## config.mk

```make
export PLATFORM = sky130hd
export DESIGN_NAME = mmio_uart_tx
export DESIGN_NICKNAME = d
export VERILOG_FILES = /design/src/rtl/uart_pkg.sv /design/src/rtl/mmio_fifo.sv /design/src/rtl/mmio_uart_tx.sv
export SDC_FILE = /design/constraint.sdc
export NUM_CORES = 1
export LEC_CHECK = 0
export ABC_AREA = 1
export BUFFER_PORTS_ARGS = -buffer_cell sky130_fd_sc_hd__buf_2
export CORE_MARGIN = 2
export CORE_UTILIZATION = 53
export CTS_CLUSTER_SIZE = 25
export DETAILED_ROUTE_END_ITERATION = 16
export PLACE_DENSITY = 0.8
export RECOVER_POWER = 25
export SLEW_MARGIN = 20
export SYNTH_ARGS = -nofsm -noshare
export SYNTH_HDL_FRONTEND = slang
export SYNTH_SLANG_ARGS = --single-unit
export TNS_END_PERCENT = 100
```

## constraint.sdc

```tcl
create_clock -name clk -period 2.2 [get_ports clk]
set_input_delay 0.33 -clock clk [delete_from_list [all_inputs] [get_ports clk]]
set_output_delay 0.33 -clock clk [all_outputs]
set_load 0.02 [all_outputs]
```

## src/rtl/uart_pkg.sv

```systemverilog
// Shared definitions for the memory-mapped UART transmitter.
//
// Contents:
//   uart_state_t   - transmit FSM states (IDLE, START, DATA, STOP)
//   REG_DATA       - offset of the DATA register from the block base address
//   REG_STATUS     - offset of the STATUS register from the block base address
//   STAT_*         - bit positions inside the STATUS byte
package uart_pkg;

   typedef enum logic [1:0] {
      IDLE  = 2'd0,
      START = 2'd1,
      DATA  = 2'd2,
      STOP  = 2'd3
   } uart_state_t;

   localparam logic [15:0] REG_DATA   = 16'd0;
   localparam logic [15:0] REG_STATUS = 16'd1;

   localparam int STAT_OVERFLOW  = 7;
   localparam int STAT_TX_ACTIVE = 2;
   localparam int STAT_EMPTY     = 1;
   localparam int STAT_FULL      = 0;

endpackage

```

## src/rtl/mmio_fifo.sv

```systemverilog
// Synchronous circular FIFO feeding the UART transmitter.
//
// Ports:
//   clk, rst_n  - clock and synchronous active-low reset (pointers only)
//   push, wdata - write request and its data
//   pop         - read request; rdata shows the head entry before the edge
//   rdata       - head of the FIFO (combinational read of registered storage)
//   full, empty - occupancy flags derived from the pointers
//
// Handshake: a push is taken at the clock edge when push=1 and either the
// FIFO is not full or a pop is taken on the same edge; a pop is taken when
// pop=1 and the FIFO is not empty. Requests that are not taken are ignored
// with no side effect, so the caller decides what a refused push means.
module mmio_fifo #(
   parameter int DEPTH = 4,
   parameter int WIDTH = 8
) (
   input  logic             clk,
   input  logic             rst_n,
   input  logic             push,
   input  logic [WIDTH-1:0] wdata,
   input  logic             pop,
   output logic [WIDTH-1:0] rdata,
   output logic             full,
   output logic             empty
);

   localparam int AW = $clog2(DEPTH);

   logic [WIDTH-1:0] mem [DEPTH];
   logic [AW:0]      wr_ptr;
   logic [AW:0]      rd_ptr;
   logic             do_push;
   logic             do_pop;

   // One extra pointer bit distinguishes full from empty when the
   // index bits coincide.
   assign full  = (wr_ptr[AW] != rd_ptr[AW]) && (wr_ptr[AW-1:0] == rd_ptr[AW-1:0]);
   assign empty = (wr_ptr == rd_ptr);

   assign do_pop  = pop && !empty;
   // When full, a simultaneous pop frees the slot the push writes into.
   assign do_push = push && (!full || do_pop);

   assign rdata = mem[rd_ptr[AW-1:0]];

   always_ff @(posedge clk) begin
      if (!rst_n) begin
         wr_ptr <= '0;
         rd_ptr <= '0;
      end else begin
         if (do_push) wr_ptr <= wr_ptr + {{AW{1'b0}}, 1'b1};
         if (do_pop)  rd_ptr <= rd_ptr + {{AW{1'b0}}, 1'b1};
      end
   end

   // Storage carries no reset; only the pointers define validity.
   always_ff @(posedge clk) begin
      if (do_push) mem[wr_ptr[AW-1:0]] <= wdata;
   end

endmodule

```

## src/rtl/mmio_uart_tx.sv

```systemverilog
// Memory-mapped 8N1 UART transmitter on the CPU 16-bit address / 8-bit data bus.
//
// Register map (relative to BASE_ADDR):
//   +0 DATA   write: queue one byte for transmission; read: 8'h00
//   +1 STATUS write: clear the sticky overflow flag;
//             read: {overflow, 4'b0, tx_active, fifo_empty, fifo_full}
//
// Ports:
//   clk, rst_n - system clock and synchronous active-low reset
//   addr       - CPU address {memory_bus_h, memory_bus_l}
//   wdata      - CPU store data
//   rW         - 1 = read, 0 = write
//   rdata      - OR-bus read data, 8'h00 unless a read hits DATA or STATUS
//   tx         - registered serial line, idles high
//   busy       - FIFO non-empty or a frame in flight
module mmio_uart_tx
   import uart_pkg::*;
#(
   parameter logic [15:0] BASE_ADDR    = 16'hD000,
   parameter int          CLKS_PER_BIT = 104,
   parameter int          FIFO_DEPTH   = 4
) (
   input  logic        clk,
   input  logic        rst_n,
   input  logic [15:0] addr,
   input  logic [7:0]  wdata,
   input  logic        rW,
   output logic [7:0]  rdata,
   output logic        tx,
   output logic        busy
);

   localparam int            BW        = $clog2(CLKS_PER_BIT);
   localparam logic [BW-1:0] BAUD_LAST = BW'(CLKS_PER_BIT - 1);

   // ---------------------------------------------------------------
   // Address decode
   // ---------------------------------------------------------------
   logic sel_data;
   logic sel_status;
   logic data_wr;
   logic status_wr;

   assign sel_data   = (addr == (BASE_ADDR + REG_DATA));
   assign sel_status = (addr == (BASE_ADDR + REG_STATUS));
   assign data_wr    = !rW && sel_data;
   assign status_wr  = !rW && sel_status;

   // ---------------------------------------------------------------
   // FIFO
   // ---------------------------------------------------------------
   logic [7:0] fifo_rdata;
   logic       fifo_full;
   logic       fifo_empty;
   logic       fifo_pop;

   mmio_fifo #(
      .DEPTH (FIFO_DEPTH),
      .WIDTH (8)
   ) u_fifo (
      .clk   (clk),
      .rst_n (rst_n),
      .push  (data_wr),
      .wdata (wdata),
      .pop   (fifo_pop),
      .rdata (fifo_rdata),
      .full  (fifo_full),
      .empty (fifo_empty)
   );

   // ---------------------------------------------------------------
   // Transmit FSM: state register / next-state / outputs
   // ---------------------------------------------------------------
   uart_state_t   state;
   uart_state_t   state_next;
   logic [BW-1:0] baud_cnt;
   logic [2:0]    bit_idx;
   logic [7:0]    shift_reg;
   logic          bit_done;
   logic          tx_next;
   logic          tx_active;

   assign bit_done = (baud_cnt == BAUD_LAST);
   assign fifo_pop = (state == IDLE) && !fifo_empty;

   always_ff @(posedge clk) begin
      if (!rst_n) state <= IDLE;
      else        state <= state_next;
   end

   always_comb begin
      state_next = state;
      case (state)
         IDLE:  if (!fifo_empty)                state_next = START;
         START: if (bit_done)                   state_next = DATA;
         DATA:  if (bit_done && bit_idx == 3'd7) state_next = STOP;
         STOP:  if (bit_done)                   state_next = IDLE;
         default:                               state_next = IDLE;
      endcase
   end

   always_comb begin
      tx_next   = 1'b1;
      tx_active = 1'b1;
      case (state)
         IDLE:    tx_active = 1'b0;
         START:   tx_next   = 1'b0;
         DATA:    tx_next   = shift_reg[0];
         STOP:    tx_next   = 1'b1;
         default: tx_active = 1'b0;
      endcase
   end

   // The line is a register copy of the FSM's view, one clock behind the
   // state; every bit keeps its full CLKS_PER_BIT width and tx is glitch-free.
   always_ff @(posedge clk) begin
      if (!rst_n) tx <= 1'b1;
      else        tx <= tx_next;
   end

   // Bit timing and data shifter.
   always_ff @(posedge clk) begin
      if (!rst_n) begin
         baud_cnt  <= '0;
         bit_idx   <= '0;
         shift_reg <= '0;
      end else begin
         case (state)
            IDLE: begin
               if (fifo_pop) begin
                  shift_reg <= fifo_rdata;
                  baud_cnt  <= '0;
                  bit_idx   <= '0;
               end
            end
            DATA: begin
               if (bit_done) begin
                  baud_cnt  <= '0;
                  shift_reg <= {1'b0, shift_reg[7:1]};
                  bit_idx   <= bit_idx + 3'd1;
               end else begin
                  baud_cnt  <= baud_cnt + {{(BW-1){1'b0}}, 1'b1};
               end
            end
            default: begin
               // START and STOP only time out one bit period.
               if (bit_done) baud_cnt <= '0;
               else          baud_cnt <= baud_cnt + {{(BW-1){1'b0}}, 1'b1};
            end
         endcase
      end
   end

   // ---------------------------------------------------------------
   // Sticky overflow: a refused store sets it; a STATUS store clears it.
   // A set on the same edge as a clear wins.
   // ---------------------------------------------------------------
   logic overflow;
   logic overflow_set;

   assign overflow_set = data_wr && fifo_full && !fifo_pop;

   always_ff @(posedge clk) begin
      if (!rst_n)            overflow <= 1'b0;
      else if (overflow_set) overflow <= 1'b1;
      else if (status_wr)    overflow <= 1'b0;
   end

   // ---------------------------------------------------------------
   // Read mux (OR-bus: zero when not selected) and busy
   // ---------------------------------------------------------------
   logic [7:0] status_word;

   always_comb begin
      status_word                 = 8'h00;
      status_word[STAT_OVERFLOW]  = overflow;
      status_word[STAT_TX_ACTIVE] = tx_active;
      status_word[STAT_EMPTY]     = fifo_empty;
      status_word[STAT_FULL]      = fifo_full;
   end

   always_comb begin
      rdata = 8'h00;
      if (rW && sel_status) rdata = status_word;
   end

   assign busy = tx_active || !fifo_empty;

endmodule

```

## After elaboration in Yosys (flattened, before gate mapping)

Memories as Yosys holds them, arrays and structs flattened. A register that Yosys moved wholly into a read port is not among the register bits.
Index checks and enable logic that the tools add are counted.

- Reductions and logical operators: 21
- Equality and inequality tests: 16
- Mux-type cells: 23
- $add $sub $neg: 4

Operators with widths:

| kind | count |
|---|---|
| $eq 16x16->1 const B | 2 |
| $mux 8 | 3 |
| $mux 7 | 3 |
| $pmux 8 s2 | 1 |
| $mux 2 | 6 |
| $ne 2x2->1 const B | 6 |
| $logic_and 1x1->1 | 10 |
| $add 3x1->3 const B | 3 |
| $pmux 2 s4 | 1 |
| $add 7x1->7 const B | 1 |
| $eq 7x7->1 const B | 1 |
| $mux 3 | 2 |
| $pmux 3 s2 | 1 |
| $mux 1 | 5 |
| $eq 2x2->1 const B | 2 |
| $logic_not 1->1 | 4 |
| $reduce_and 4->1 | 1 |
| $reduce_bool 2->1 | 2 |
| $eq 3x3->1 | 1 |
| $eq 3x3->1 const B | 1 |
| $reduce_and 3->1 | 1 |
| $eq 2x1->1 const B | 1 |
| $eq 2x2->1 | 1 |
| $logic_not 2->1 | 1 |
| other kinds (3) | 4 |

- Bits in writable memories: 32
- Register bits: 28
- Memories: 1
- Output and inout bits: 10
- Logic and storage cells: 73
- Bits of input ports: 27

Memory list:

| name | depth | width | read ports | clocked after memory_dff | wr ports | RTL line | source |
|---|---|---|---|---|---|---|---|
| u_fifo.mem | 4 | 8 | 1 | 1 | 1 | mmio_fifo.sv:30 | `logic [WIDTH-1:0] mem [DEPTH];` |

## Depth between registers and ports, before layout

- Depth after elaboration: 8
- Gate-level depth with buffers: 10
- Depth with buffers taken out: 9

## By module

A second synthesis with hierarchy kept.

- Cell total of the unflattened synthesis: 357
- Area total of the unflattened synthesis: 3088.0 um2

Modules (own cells, without submodules):

| module | seq. area each (um2) | cells each | area an instance (um2) | instances |
|---|---|---|---|---|
| mmio_fifo | 1121.1 | 142 | 1644.1 | 1 |
| mmio_uart_tx | 440.4 | 215 | 1443.9 | 1 |

## Worst setup path before layout

Ideal clock, no wire load.

- Path kind: reg-to-reg
- Start point: register state[0]
- End point: memory u_fifo.mem[0][0], enable pin
- Buffers on the path: 1
- Library setup time: 0.371 ns
- Period minus slack after synthesis: 1.959 ns
- Cell stages (with the launch flop): 8
- Setup slack: 0.241 ns
- Arrival: 1.588 ns
- Required time: 1.829 ns
- Path through: dfxtp_1 -> inv_1 -> ha_1 -> clkbuf_1 -> inv_1 -> nand4_1 -> nand2_1 -> nor2_1

- Cells in the longest elaborated chain, start to end: 7

Ends and longest elaborated chain:

| what | RTL line | source |
|---|---|---|
| start, declared | mmio_uart_tx.sv:74 | `uart_state_t state;` |
| start signal, assigned | mmio_uart_tx.sv:88 | `else state <= state_next;` |
| $logic_not 2->1 | mmio_uart_tx.sv:84 | `assign fifo_pop = (state == IDLE) && !fifo_empty;` |
| $logic_and 1x1->1 | mmio_uart_tx.sv:84 |  |
| $logic_and 1x1->1 | mmio_fifo.sv:41 | `assign do_pop = pop && !empty;` |
| $logic_or 1x1->1 | mmio_fifo.sv:43 | `assign do_push = push && (!full \|\| do_pop);` |
| $logic_and 1x1->1 | mmio_fifo.sv:43 |  |
| $mux 1 | mmio_fifo.sv:59 | `if (do_push) mem[wr_ptr[AW-1:0]] <= wdata;` |
| $mux 1 (not written as such) | mmio_fifo.sv:59 |  |
| end, declared | mmio_fifo.sv:30 |  |

Every way passes these cells.

## Worst setup path in the final report

- Start point: register state[0]
- End point: output busy

- Cells in the longest elaborated chain, start to end: 3

Ends and longest elaborated chain:

| what | RTL line | source |
|---|---|---|
| $logic_not 2->1 | mmio_uart_tx.sv:105 | `case (state)` |
| $mux 1 | mmio_uart_tx.sv:105 |  |
| $logic_or 1x1->1 | mmio_uart_tx.sv:187 | `assign busy = tx_active \|\| !fifo_empty;` |
| end, declared | mmio_uart_tx.sv:30 | `output logic busy` |

Every way passes these cells.

==> impl_metrics.toml <==
[yosys]
synth.avg_cell_area_um2 = 8.11
synth.largest_area_cell = "edfxtp_1"
synth.distinct_cells = 34
synth_edf_count = 32
seq_area_frac_synth_pct = 49.7
netlist_instances = 387
synthTopCellsByCount = "84 x nand2_1, 82 x nor2_1, 38 x inv_1"
postSynth.asyncResetShare_pct = 0
synth.area.top_cells = "edfxtp_1 31%, dfxtp_1 19%, nand2_1 10%, nor2_1 9.8%, ha_1 5.2%"
synth_ff_type = "edfxtp_1"
ys_ff_latch = 62
synthDominantCellAreaShare_pct = 30.6
yosysMostFrequentCell = "nand2_1"
yosysWarningCount = 0
syn_area_mm2 = 0.00314

[floorplanning]
start_util_pct = 54.0
io_pins = 37
fp.dieH_um = 81.0
rows = 28
dieArea_mm2 = 0.00655
core_area_mm2 = 0.00582
die_x_um = 81.0

[finish]
instances_no_fill = 506
fill_cells = 549
largest_register_ffs = 32
drive_gt1_share_pct = 14.6
antenna_cells = 0
synthToLayoutAreaGrowth_pct = 12.8
fin_nets = 466

[clocking]
clk_latency_ns = 0.34
htree_levels = 3
cts_setup_buffers = 0
cts.sinks = 62
cts-resized-gates = 0
cts.path.max_buffers = 2
root_buffer = "clkbuf_8"
clk_pin_slew_ns = 0.08
cts_buffers = 9
cts_tree = "done"
holdBufCountCts = 0

[grt]
grt_pass1_wl_um = 10100
grt_max_degree = 20
grtUsageTotal_pct = 20.1
antenna_found_initial = 0
overflow = 0
grt_pass1_vias = 2376

[setup_path]
cp-end-kind = "output port"
max_stage_delay_ns = 0.34
path_buf_inv = 3
cp_max_fo = 10
crit_required_ns = 1.87
critical_path_arrival_ns = 1.64
crit_family = "buffers and inverters"
criticalPathCategory = "reg -> out"
cp-start-kind = "flop"
cp_slowest_cell = "dfxtp_1"
crit_chain = "inv_1 -> ha_1 -> buf_4 -> nand4_4 -> buf_2"

[power]
ir_worst_vdd_v = 0.000576
leakagePower_nw = 1.50
p_per_area_mw_per_mm2 = 1030

[detailed_routing]
drt_wl_total_um = 5950
drc = 0
antenna_left = 0
dr.pass1.iters = 4
via_count = 2535
drt_iter0_drc = 101
vias_per_cell = 5.01
wl_per_cell_um = 11.8

[sta]
min_period_ns = 1.97
finalSetupViolCount = 0
max_freq_mhz = 509
drv_slew = 0
fin_crit_sh_pct = 89.4
rsz0062_at_grt = "false"
hold_violations = 0
finClkSkew_ns = 0.00798
tns_ns = 0

[placed_design]
dp.cells = 490
dp_hpwl_um = 4250
gp_congestion = 0.827
io_buffers = 32

[run_status]
status = "finished, final reports clean"

[job]
cap_violations = 0

[worst_hold_path]
worst_hold_path_type = "in -> reg"
area by class of cell:
class,count,area [um^2],share of cell area [%]
Sequential cell,62,1560,44.1
Multi-Input combinational cell,273,1350,38.0
Timing Repair Buffer,39,204,5.76
Inverter,41,155,4.38
Clock buffer,9,124,3.50
Tap cell,75,93.8,2.65
Clock inverter,7,56.3,1.59
stage by stage:
stage | hold WS [ns] | setup WS [ns] | total power, mW | area [um^2] | utilization [%]
2_1_floorplan | 0.429 | 0.241 | 2.46 | 3150 | -
3_3_place_gp | 0.458 | 0.493 | 2.67 | 3370 | 58.0
3_5_place_dp | 0.464 | 0.413 | 2.72 | 3370 | 58.0
4_1_cts | 0.185 | 0.237 | 3.65 | 3550 | 61.1
5_1_grt | 0.220 | 0.156 | 3.91 | 3540 | 60.9
6_report | 0.216 | 0.234 | 3.64 | 3540 | 60.9
path summary, 6_finish.rpt:
kind	start	end	slack (ns)	cells after the start
max	state[0]	busy	0.23	5
min	wdata[7]	u_fifo.mem[0][7]	0.22	1
max reg2reg	state[0]	shift_reg[7]	0.35	9
min reg2reg	overflow	overflow	0.47	2
power by group:
group,switching (mW),internal [mW]
clock network,0.507,0.424
logic,0.838,0.433
registers,0.0957,1.34
cells by family (layout without fill, tap and decap cells):
logic type	count (synthesis)	after routing	share of synthesized area, %
other	1	4	0.119
xor gates and xnor gates	3	3	1.08
adders and majority gates	13	13	5.18
DFF	62	62	49.7
AOI/OAI and AO/OA	48	48	8.13
and+or+nand+nor	205	205	28.1
buffers and inverters	55	96	7.69
layout by cell type (no fill, tap or decap), drive strengths merged:
cell	n
xor2	2
nor2	84
xnor2	1
clkinvlp	1
and2	1
dfxtp	30
clkinv	4
edfxtp	32
a31oi	1
clkbuf	16
o21ai	33
nand2	89
nand3	21
inv	43
conb	4
a21oi	13
nand4	4
buf	32
nand3b	1
or2	2
ha	13
o211ai	1
nor3	3
metal layers:
metal | global-route usage, % | vias up | share of wire [%]
met4 | 8.98 | 0 | 2.3
met3 | 4.22 | 18 | 3.2
met1 | 23.9 | 1163 | 46
met2 | 34.8 | 45 | 49
li1 | - | 1309 | -
met5 | 0 | - | 0
(Power assumes the default switching activity.)
